<file path="src/rtl/ppu_pkg.sv">
// Shared definitions for the CPU-facing PPU register file: register offsets,
// PPUDATA access FSM states and VRAM address increment steps.
package ppu_pkg;

  localparam logic [2:0] PPUCTRL   = 3'd0;
  localparam logic [2:0] PPUMASK   = 3'd1;
  localparam logic [2:0] PPUSTATUS = 3'd2;
  localparam logic [2:0] OAMADDR   = 3'd3;
  localparam logic [2:0] OAMDATA   = 3'd4;
  localparam logic [2:0] PPUSCROLL = 3'd5;
  localparam logic [2:0] PPUADDR   = 3'd6;
  localparam logic [2:0] PPUDATA   = 3'd7;

  typedef enum logic [1:0] {
    IDLE    = 2'd0,
    WR_WAIT = 2'd1,
    RD_WAIT = 2'd2
  } ppu_state_e;

  localparam logic [14:0] INC_ACROSS = 15'd1;
  localparam logic [14:0] INC_DOWN   = 15'd32;

  // Palette RAM occupies $3F00-$3FFF of the 14-bit PPU space.
  function automatic logic is_palette(input logic [14:0] v);
    return v[13:8] == 6'h3F;
  endfunction

endpackage

</file>
<file path="src/rtl/ppu_reg_file_if.sv">
// CPU-side register bus of the PPU register file: strobes, offset, data and
// the ready/stall handshake.
interface ppu_reg_file_if;
  logic       cpu_cs;
  logic       cpu_we;
  logic       cpu_re;
  logic [2:0] cpu_addr;
  logic [7:0] cpu_wdata;
  logic [7:0] cpu_rdata;
  logic       cpu_ready;

  modport master (
    output cpu_cs, cpu_we, cpu_re, cpu_addr, cpu_wdata,
    input  cpu_rdata, cpu_ready
  );

  modport slave (
    input  cpu_cs, cpu_we, cpu_re, cpu_addr, cpu_wdata,
    output cpu_rdata, cpu_ready
  );
endinterface

</file>
<file path="src/rtl/ppu_loopy_regs.sv">
// Loopy scroll state: temporary address t, current address v, fine X and the
// shared first/second write toggle w, plus the PPUDATA auto-increment of v.
module ppu_loopy_regs
  import ppu_pkg::*;
(
  input  logic        clk,
  input  logic        rst,
  input  logic        i_wr_ctrl,
  input  logic        i_wr_scroll,
  input  logic        i_wr_addr,
  input  logic        i_clr_w,
  input  logic        i_inc,
  input  logic        i_inc_down,
  input  logic [7:0]  i_data,
  output logic [14:0] o_t,
  output logic [14:0] o_v,
  output logic [2:0]  o_fine_x
);

  logic [14:0] r_t;
  logic [14:0] r_v;
  logic [2:0]  r_fine_x;
  logic        r_w;

  always_ff @(posedge clk or posedge rst) begin
    if (rst) begin
      r_t      <= '0;
      r_v      <= '0;
      r_fine_x <= '0;
      r_w      <= 1'b0;
    end else begin
      if (i_wr_ctrl) begin
        r_t[11:10] <= i_data[1:0];
      end
      if (i_wr_scroll) begin
        if (!r_w) begin
          r_t[4:0] <= i_data[7:3];
          r_fine_x <= i_data[2:0];
        end else begin
          r_t[14:12] <= i_data[2:0];
          r_t[9:5]   <= i_data[7:3];
        end
        r_w <= ~r_w;
      end
      // Second PPUADDR write copies the freshly completed t into v.
      if (i_wr_addr) begin
        if (!r_w) begin
          r_t[13:8] <= i_data[5:0];
          r_t[14]   <= 1'b0;
        end else begin
          r_t[7:0] <= i_data;
          r_v      <= {r_t[14:8], i_data};
        end
        r_w <= ~r_w;
      end
      if (i_clr_w) begin
        r_w <= 1'b0;
      end
      if (i_inc) begin
        r_v <= r_v + (i_inc_down ? INC_DOWN : INC_ACROSS);
      end
    end
  end

  assign o_t      = r_t;
  assign o_v      = r_v;
  assign o_fine_x = r_fine_x;

endmodule

</file>
<file path="src/rtl/ppu_reg_file.sv">
// CPU-facing PPU register file: $2000-$2007 decode, PPUDATA VRAM handshake
// with CPU stall, buffered reads, OAM port and status/NMI flags.
module ppu_reg_file
  import ppu_pkg::*;
#(
  parameter int unsigned VADDR_W        = 14,
  parameter int unsigned OAM_AW         = 8,
  parameter bit          PALETTE_BYPASS = 1'b1
) (
  input  logic               clk,
  input  logic               rst,
  ppu_reg_file_if.slave      cpu,
  output logic               vram_req,
  output logic               vram_we,
  output logic [VADDR_W-1:0] vram_addr,
  output logic [7:0]         vram_wdata,
  input  logic [7:0]         vram_rdata,
  input  logic               vram_ack,
  output logic               oam_we,
  output logic [OAM_AW-1:0]  oam_addr,
  output logic [7:0]         oam_wdata,
  input  logic [7:0]         oam_rdata,
  input  logic               vblank_set,
  input  logic               vblank_clr,
  input  logic               sprite0_hit,
  input  logic               sprite_ovf,
  output logic [7:0]         ppu_ctrl,
  output logic [7:0]         ppu_mask,
  output logic [14:0]        scroll_t,
  output logic [14:0]        scroll_v,
  output logic [2:0]         fine_x,
  output logic               nmi
);

  ppu_state_e r_state;
  ppu_state_e w_state_next;

  logic [7:0]         r_ctrl;
  logic [7:0]         r_mask;
  logic [7:0]         r_open_bus;
  logic [7:0]         r_rbuf;
  logic [7:0]         r_rdata;
  logic               r_vblank;
  logic [OAM_AW-1:0]  r_oam_addr;
  logic               r_oam_we;
  logic [7:0]         r_oam_wdata;
  logic [VADDR_W-1:0] r_vram_addr;
  logic [7:0]         r_vram_wdata;
  logic               r_pal;

  logic        w_idle;
  logic        w_access;
  logic        w_wr;
  logic        w_rd;
  logic        w_wr_ctrl;
  logic        w_wr_mask;
  logic        w_wr_oamaddr;
  logic        w_wr_oamdata;
  logic        w_wr_scroll;
  logic        w_wr_addr;
  logic        w_wr_data;
  logic        w_rd_status;
  logic        w_rd_data;
  logic        w_inc;
  logic        w_rd_done;
  logic [14:0] w_v;

  // Requests are only sampled while no PPUDATA access is outstanding.
  assign w_idle   = (r_state == IDLE);
  assign w_access = cpu.cpu_cs & w_idle & (cpu.cpu_we | cpu.cpu_re);
  assign w_wr     = w_access & cpu.cpu_we;
  assign w_rd     = w_access & ~cpu.cpu_we;

  assign w_wr_ctrl    = w_wr && (cpu.cpu_addr == PPUCTRL);
  assign w_wr_mask    = w_wr && (cpu.cpu_addr == PPUMASK);
  assign w_wr_oamaddr = w_wr && (cpu.cpu_addr == OAMADDR);
  assign w_wr_oamdata = w_wr && (cpu.cpu_addr == OAMDATA);
  assign w_wr_scroll  = w_wr && (cpu.cpu_addr == PPUSCROLL);
  assign w_wr_addr    = w_wr && (cpu.cpu_addr == PPUADDR);
  assign w_wr_data    = w_wr && (cpu.cpu_addr == PPUDATA);
  assign w_rd_status  = w_rd && (cpu.cpu_addr == PPUSTATUS);
  assign w_rd_data    = w_rd && (cpu.cpu_addr == PPUDATA);

  ppu_loopy_regs u_loopy (
    .clk        (clk),
    .rst        (rst),
    .i_wr_ctrl  (w_wr_ctrl),
    .i_wr_scroll(w_wr_scroll),
    .i_wr_addr  (w_wr_addr),
    .i_clr_w    (w_rd_status),
    .i_inc      (w_inc),
    .i_inc_down (r_ctrl[2]),
    .i_data     (cpu.cpu_wdata),
    .o_t        (scroll_t),
    .o_v        (w_v),
    .o_fine_x   (fine_x)
  );

  always_ff @(posedge clk or posedge rst) begin
    if (rst) begin
      r_state <= IDLE;
    end else begin
      r_state <= w_state_next;
    end
  end

  always_comb begin
    w_state_next = r_state;
    w_inc        = 1'b0;
    w_rd_done    = 1'b0;
    case (r_state)
      IDLE: begin
        if (w_wr_data) begin
          w_state_next = WR_WAIT;
        end else if (w_rd_data) begin
          w_state_next = RD_WAIT;
        end
      end
      WR_WAIT: begin
        if (vram_ack) begin
          w_state_next = IDLE;
          w_inc        = 1'b1;
        end
      end
      RD_WAIT: begin
        if (vram_ack) begin
          w_state_next = IDLE;
          w_inc        = 1'b1;
          w_rd_done    = 1'b1;
        end
      end
      default: w_state_next = IDLE;
    endcase
  end

  always_ff @(posedge clk or posedge rst) begin
    if (rst) begin
      r_ctrl       <= '0;
      r_mask       <= '0;
      r_open_bus   <= '0;
      r_rbuf       <= '0;
      r_rdata      <= '0;
      r_vblank     <= 1'b0;
      r_oam_addr   <= '0;
      r_oam_we     <= 1'b0;
      r_oam_wdata  <= '0;
      r_vram_addr  <= '0;
      r_vram_wdata <= '0;
      r_pal        <= 1'b0;
    end else begin
      if (w_wr) begin
        r_open_bus <= cpu.cpu_wdata;
      end
      if (w_wr_ctrl) begin
        r_ctrl <= cpu.cpu_wdata;
      end
      if (w_wr_mask) begin
        r_mask <= cpu.cpu_wdata;
      end

      // The increment belongs to the previous OAMDATA write, so a fresh
      // OAMADDR write landing on the same edge takes precedence.
      r_oam_we <= w_wr_oamdata;
      if (w_wr_oamdata) begin
        r_oam_wdata <= cpu.cpu_wdata;
      end
      if (w_wr_oamaddr) begin
        r_oam_addr <= cpu.cpu_wdata[OAM_AW-1:0];
      end else if (r_oam_we) begin
        r_oam_addr <= r_oam_addr + OAM_AW'(1);
      end

      if (vblank_clr || w_rd_status) begin
        r_vblank <= 1'b0;
      end else if (vblank_set) begin
        r_vblank <= 1'b1;
      end

      if (w_wr_data || w_rd_data) begin
        r_vram_addr  <= w_v[VADDR_W-1:0];
        r_vram_wdata <= cpu.cpu_wdata;
        r_pal        <= PALETTE_BYPASS && w_rd_data && is_palette(w_v);
      end

      if (w_rd_done) begin
        r_rbuf <= vram_rdata;
      end

      if (w_rd) begin
        case (cpu.cpu_addr)
          PPUSTATUS: r_rdata <= {r_vblank, sprite0_hit, sprite_ovf, r_open_bus[4:0]};
          OAMDATA:   r_rdata <= oam_rdata;
          PPUDATA:   r_rdata <= r_rbuf;
          default:   r_rdata <= r_open_bus;
        endcase
      end else if (w_wr && (cpu.cpu_addr == PPUSTATUS)) begin
        r_rdata <= r_open_bus;
      end else if (w_rd_done && r_pal) begin
        r_rdata <= vram_rdata;
      end
    end
  end

  assign cpu.cpu_ready = w_idle;
  assign cpu.cpu_rdata = r_rdata;

  assign vram_req   = (r_state != IDLE);
  assign vram_we    = (r_state == WR_WAIT);
  assign vram_addr  = r_vram_addr;
  assign vram_wdata = r_vram_wdata;

  assign oam_we    = r_oam_we;
  assign oam_addr  = r_oam_addr;
  assign oam_wdata = r_oam_wdata;

  assign ppu_ctrl = r_ctrl;
  assign ppu_mask = r_mask;
  assign scroll_v = w_v;
  assign nmi      = r_ctrl[7] & r_vblank;

endmodule

</file>
<file path="src/flat_wrapper.sv">
// flat-port wrapper written by rule: the top's interface ports become plain ports
module ppu_reg_file_flat import ppu_pkg::*;
#(
  parameter int unsigned VADDR_W        = 14,
  parameter int unsigned OAM_AW         = 8,
  parameter bit          PALETTE_BYPASS = 1'b1
)
  (clk, rst, vram_req, vram_we, vram_addr, vram_wdata, vram_rdata, vram_ack, oam_we, oam_addr, oam_wdata, oam_rdata, vblank_set, vblank_clr, sprite0_hit, sprite_ovf, ppu_ctrl, ppu_mask, scroll_t, scroll_v, fine_x, nmi, cpu_cpu_cs, cpu_cpu_we, cpu_cpu_re, cpu_cpu_addr, cpu_cpu_wdata, cpu_cpu_rdata, cpu_cpu_ready);
  ppu_reg_file_if cpu_i ();
  input  logic clk;
  input  logic rst;
  output logic vram_req;
  output logic vram_we;
  output logic [VADDR_W-1:0] vram_addr;
  output logic [7:0] vram_wdata;
  input  logic [7:0] vram_rdata;
  input  logic vram_ack;
  output logic oam_we;
  output logic [OAM_AW-1:0] oam_addr;
  output logic [7:0] oam_wdata;
  input  logic [7:0] oam_rdata;
  input  logic vblank_set;
  input  logic vblank_clr;
  input  logic sprite0_hit;
  input  logic sprite_ovf;
  output logic [7:0] ppu_ctrl;
  output logic [7:0] ppu_mask;
  output logic [14:0] scroll_t;
  output logic [14:0] scroll_v;
  output logic [2:0] fine_x;
  output logic nmi;
  input wire logic [$bits(cpu_i.cpu_cs)-1:0] cpu_cpu_cs;
  input wire logic [$bits(cpu_i.cpu_we)-1:0] cpu_cpu_we;
  input wire logic [$bits(cpu_i.cpu_re)-1:0] cpu_cpu_re;
  input wire logic [$bits(cpu_i.cpu_addr)-1:0] cpu_cpu_addr;
  input wire logic [$bits(cpu_i.cpu_wdata)-1:0] cpu_cpu_wdata;
  output wire logic [$bits(cpu_i.cpu_rdata)-1:0] cpu_cpu_rdata;
  output wire logic [$bits(cpu_i.cpu_ready)-1:0] cpu_cpu_ready;
  assign cpu_i.cpu_cs = cpu_cpu_cs;
  assign cpu_i.cpu_we = cpu_cpu_we;
  assign cpu_i.cpu_re = cpu_cpu_re;
  assign cpu_i.cpu_addr = cpu_cpu_addr;
  assign cpu_i.cpu_wdata = cpu_cpu_wdata;
  assign cpu_cpu_rdata = cpu_i.cpu_rdata;
  assign cpu_cpu_ready = cpu_i.cpu_ready;
  ppu_reg_file #(.VADDR_W(VADDR_W), .OAM_AW(OAM_AW), .PALETTE_BYPASS(PALETTE_BYPASS)) u_core (.clk(clk), .rst(rst), .cpu(cpu_i), .vram_req(vram_req), .vram_we(vram_we), .vram_addr(vram_addr), .vram_wdata(vram_wdata), .vram_rdata(vram_rdata), .vram_ack(vram_ack), .oam_we(oam_we), .oam_addr(oam_addr), .oam_wdata(oam_wdata), .oam_rdata(oam_rdata), .vblank_set(vblank_set), .vblank_clr(vblank_clr), .sprite0_hit(sprite0_hit), .sprite_ovf(sprite_ovf), .ppu_ctrl(ppu_ctrl), .ppu_mask(ppu_mask), .scroll_t(scroll_t), .scroll_v(scroll_v), .fine_x(fine_x), .nmi(nmi));
endmodule
</file>
<file path="config.mk">
export PLATFORM = sky130hd
export DESIGN_NAME = ppu_reg_file_flat
export DESIGN_NICKNAME = d
export VERILOG_FILES = /design/src/rtl/ppu_pkg.sv /design/src/rtl/ppu_reg_file_if.sv /design/src/rtl/ppu_loopy_regs.sv /design/src/rtl/ppu_reg_file.sv /design/src/flat_wrapper.sv
export SDC_FILE = /design/constraint.sdc
export NUM_CORES = 1
export LEC_CHECK = 0
export ABC_AREA = 1
export BUFFER_PORTS_ARGS = -buffer_cell sky130_fd_sc_hd__buf_4
export CORE_MARGIN = 1.5
export CORE_UTILIZATION = 54
export CTS_CLUSTER_SIZE = 25
export DETAILED_ROUTE_END_ITERATION = 8
export HOLD_SLACK_MARGIN = 0.1
export MAX_ROUTING_LAYER = met4
export PLACE_DENSITY = 0.8
export SYNTH_ARGS = -nofsm -noshare
export SYNTH_HDL_FRONTEND = slang
export SYNTH_SLANG_ARGS = --single-unit
</file>
<file path="constraint.sdc">
create_clock -name clk -period 4.3 [get_ports clk]
set_clock_uncertainty 0.05 [all_clocks]
set_input_delay 0.43 -clock clk [delete_from_list [all_inputs] [get_ports clk]]
set_output_delay 0.43 -clock clk [all_outputs]
set_load 0.02 [all_outputs]
</file>
==> impl_metrics.py <==
metrics = {
    "placed_design": {
        "place_area_mm2": 0.00684,
        "dp_hpwl_mm": 11.5,
        "io_buffers": 136,
        "gp_congestion": 0.958,
    },
    "global_route": {
        "grt_remaining_overflow": 0,
        "track_usage_pct": 30.9,
        "antenna_found_initial": 0,
        "grt_max_degree": 46,
        "grt_pass1_wl_mm": 26.2,
        "grt_pass1_vias": 5385,
    },
    "clocking": {
        "clk_latency_ns": 0.52,
        "htreeDepth": 4,
        "cts_made_buffers": 17,
        "clockBufferDepth": 2,
        "clock_sinks": 117,
        "clk_pin_slew_ns": 0.06,
        "root_buffer": "clkbuf_8",
        "cts.repair.resized": 0,
        "cts_tree": "done",
    },
    "critical_path": {
        "cp-startpoint": "u_core.r_state[1]",
        "reg2reg_slack_ns": 1.41,
        "crit_fanout": 24,
        "path_class": "flop to flop",
        "start_kind": "flop",
        "end_kind": "flop",
        "ff2ff_path_depth": 8,
        "crit_arrival_ns": 3.25,
        "reg2reg_from": "u_core.r_state[1]",
        "timing.rr.end": "u_core.u_loopy.o_v[2]",
        "cp.required_ns": 4.67,
        "crit_end": "u_core.u_loopy.o_v[2]",
    },
    "layout": {
        "final_common_cell": "nand2_1",
        "fillCellCount": 748,
        "final_cell_mix": "nand2_1 (196), buf_4 (139), dfrtp_1 (117)",
        "drive_gt1_share_pct": 22.4,
        "area_growth_pct": 29.8,
        "nNetsFinal": 889,
        "stdcell_area_mm2": 0.00748,
        "n_antenna_cell": 0,
    },
    "detailed_routing": {
        "routed_wl_mm": 16.5,
        "first_pass_iters": 5,
        "postRouteAntennaNets": 0,
        "vias": 5619,
        "drtIter0Drc": 521,
        "drc_errors": 0,
        "viasPerCell": 5.66,
        "wl_per_cell_um": 16.7,
    },
    "run": {
        "cap_violations": 0,
    },
    "min_path": {
        "holdCritStartpoint": "cpu_cpu_wdata[2]",
        "holdCritPathClass": "primary input to flop",
    },
    "synthesis": {
        "yosysSeqAreaShare_pct": 50.8,
        "postSynth.asyncResetShare_pct": 100,
        "synthFlopType": "dfrtp_1",
        "synth-edff-count": 0,
        "synth.distinct_cells": 34,
        "syn-instance-count": 710,
        "ys_warn_count": 0,
        "syn-num-nets": 754,
        "ys_seq_elements": 117,
        "syn_area_per_cell_um2": 8.11,
        "synth_area_mm2": 0.00576,
    },
    "power": {
        "ir_drop_mv": 0.434,
        "p_per_area_mw_per_mm2": 770,
        "leakage_nw": 3.77,
    },
    "floorplan": {
        "rows": 37,
        "ios": 137,
        "start_util_pct": 55.8,
        "die_w_um": 106,
        "die-area_mm2": 0.0113,
        "core_area_mm2": 0.0103,
        "die_h_um": 106,
    },
    "sta": {
        "fin_crit_ns": 2.89,
        "period_share_pct": 67.1,
        "relSlewSlack_pct": 45.0,
        "rsz0062_at_grt": "false",
        "fmax_ghz": 0.347,
        "tightestPinTransition_ns": 0.823,
        "hold_viol": 0,
        "finalSetupTns_ns": 0,
        "setup_viol": 0,
        "drv_slew": 0,
    },
    "run_status": {
        "outcome": "complete, no violations",
    },
}
==> timing repair <==
action / 4_1_cts / 5_1_grt
buffers inserted: 0 / 0
hold buffers: 2 / 0
hold endpoints to repair: 36 / 0
==> worst min path at each step <==
stage                                         end  cells after the start
after floorplan                      u_core.r_pal                      2
after detailed placement             u_core.r_pal                      2
after CTS                      u_core.ppu_ctrl[2]                      3
final                          u_core.ppu_ctrl[2]                      3
after global routing           u_core.ppu_ctrl[2]                      3
after global placement    u_core.cpu.cpu_rdata[2]                      2
==> power by group <==
part | switching, W | internal [W]
Sequential | 0.000431 | 0.00159
Combinational | 0.00135 | 0.000907
Clock | 0.000492 | 0.000981
==> kinds of logic (layout without fill, tap and decap cells) <==
family,count (synthesis),after routing,share of synthesized area [%]
buffers and inverters,97,244,7.00
flip-flops,117,117,50.8
adder cells (fa/ha/maj),7,7,1.52
multiplexers,1,1,0.196
AO/OA/AOI/OAI,120,120,11.5
XOR/XNOR,6,6,0.912
AND/OR/NAND/NOR,362,362,28.0
==> area by class of cell <==
cell class	instances	area, um2	share of cell area [%]
inverter	72	273	3.65
tap	136	170	2.28
multi-input combinational	496	2430	32.5
timing repair buffer	141	1060	14.2
sequential	117	2930	39.2
clock inverter	9	150	2.01
clock buffer	22	463	6.19
==> cells in the mapped netlist (all sizes together), types with 7 or more instances <==
cell,number,area (um2)
a21oi,8,40.0
buf,14,91.3
clkbuf,11,41.3
dfrtp,117,2930
ha,7,87.6
inv,72,270
nand2,199,754
nand3,71,383
nand4,11,68.8
nor2,66,307
nor3,8,51.3
o211ai,11,82.6
o21ai,87,435
==> stage by stage <==
| stage | total power (W) | setup slack (ns) | instances | hold slack [ns] | utilization, % |
|---|---|---|---|---|---|
| final | 0.00576 | 1.41 | 993 | 0.128 | 72.4 |
| after global routing | 0.00606 | 1.20 | 993 | 0.139 | 72.4 |
| after CTS | 0.00575 | 1.50 | 993 | 0.115 | 72.4 |
| after detailed placement | 0.00425 | 1.55 | 960 | 0.418 | 66.3 |
| after global placement | 0.00417 | 1.72 | 960 | 0.416 | 66.3 |
| after floorplan | 0.00324 | 0.719 | 710 | 0.399 | - |
==> critical path: stages, from the launching register on <==
cell	delay, ns
dfrtp_1	0.38
inv_1	0.10
ha_1	0.33
nand3_4	0.34
nor2_4	0.26
nand2_1	0.51
nand2_1	0.53
o21ai_0	0.15
o21ai_0	0.12
==> sequential cells by signal, indices dropped and copies added, names as in the netlist <==
signal and cells:
u_core.u_loopy.o_t 15, u_core.u_loopy.o_v 15, u_core.vram_addr 14, u_core.cpu.cpu_rdata 8
u_core.oam_addr 8, u_core.oam_wdata 8, u_core.ppu_ctrl 8, u_core.ppu_mask 8
u_core.r_open_bus 8, u_core.r_rbuf 8, u_core.vram_wdata 8, u_core.u_loopy.o_fine_x 3
u_core.r_state 2, u_core.oam_we 1, u_core.r_pal 1, u_core.r_vblank 1
u_core.u_loopy.r_w 1
==> layer usage <==
| layer | wire length (um) | part of all wire (%) | track usage [%] | vias to the layer above |
|---|---|---|---|---|
| li1 | - | - | - | 2596 |
| met1 | 6820 | 41 | 39.7 | 2688 |
| met2 | 7960 | 48 | 47.9 | 293 |
| met3 | 1400 | 8.5 | 7.05 | 42 |
| met4 | 351 | 2.1 | 12.2 | 0 |
| met5 | 0 | 0 | - | - |
Power figures use the tool's default switching activity.
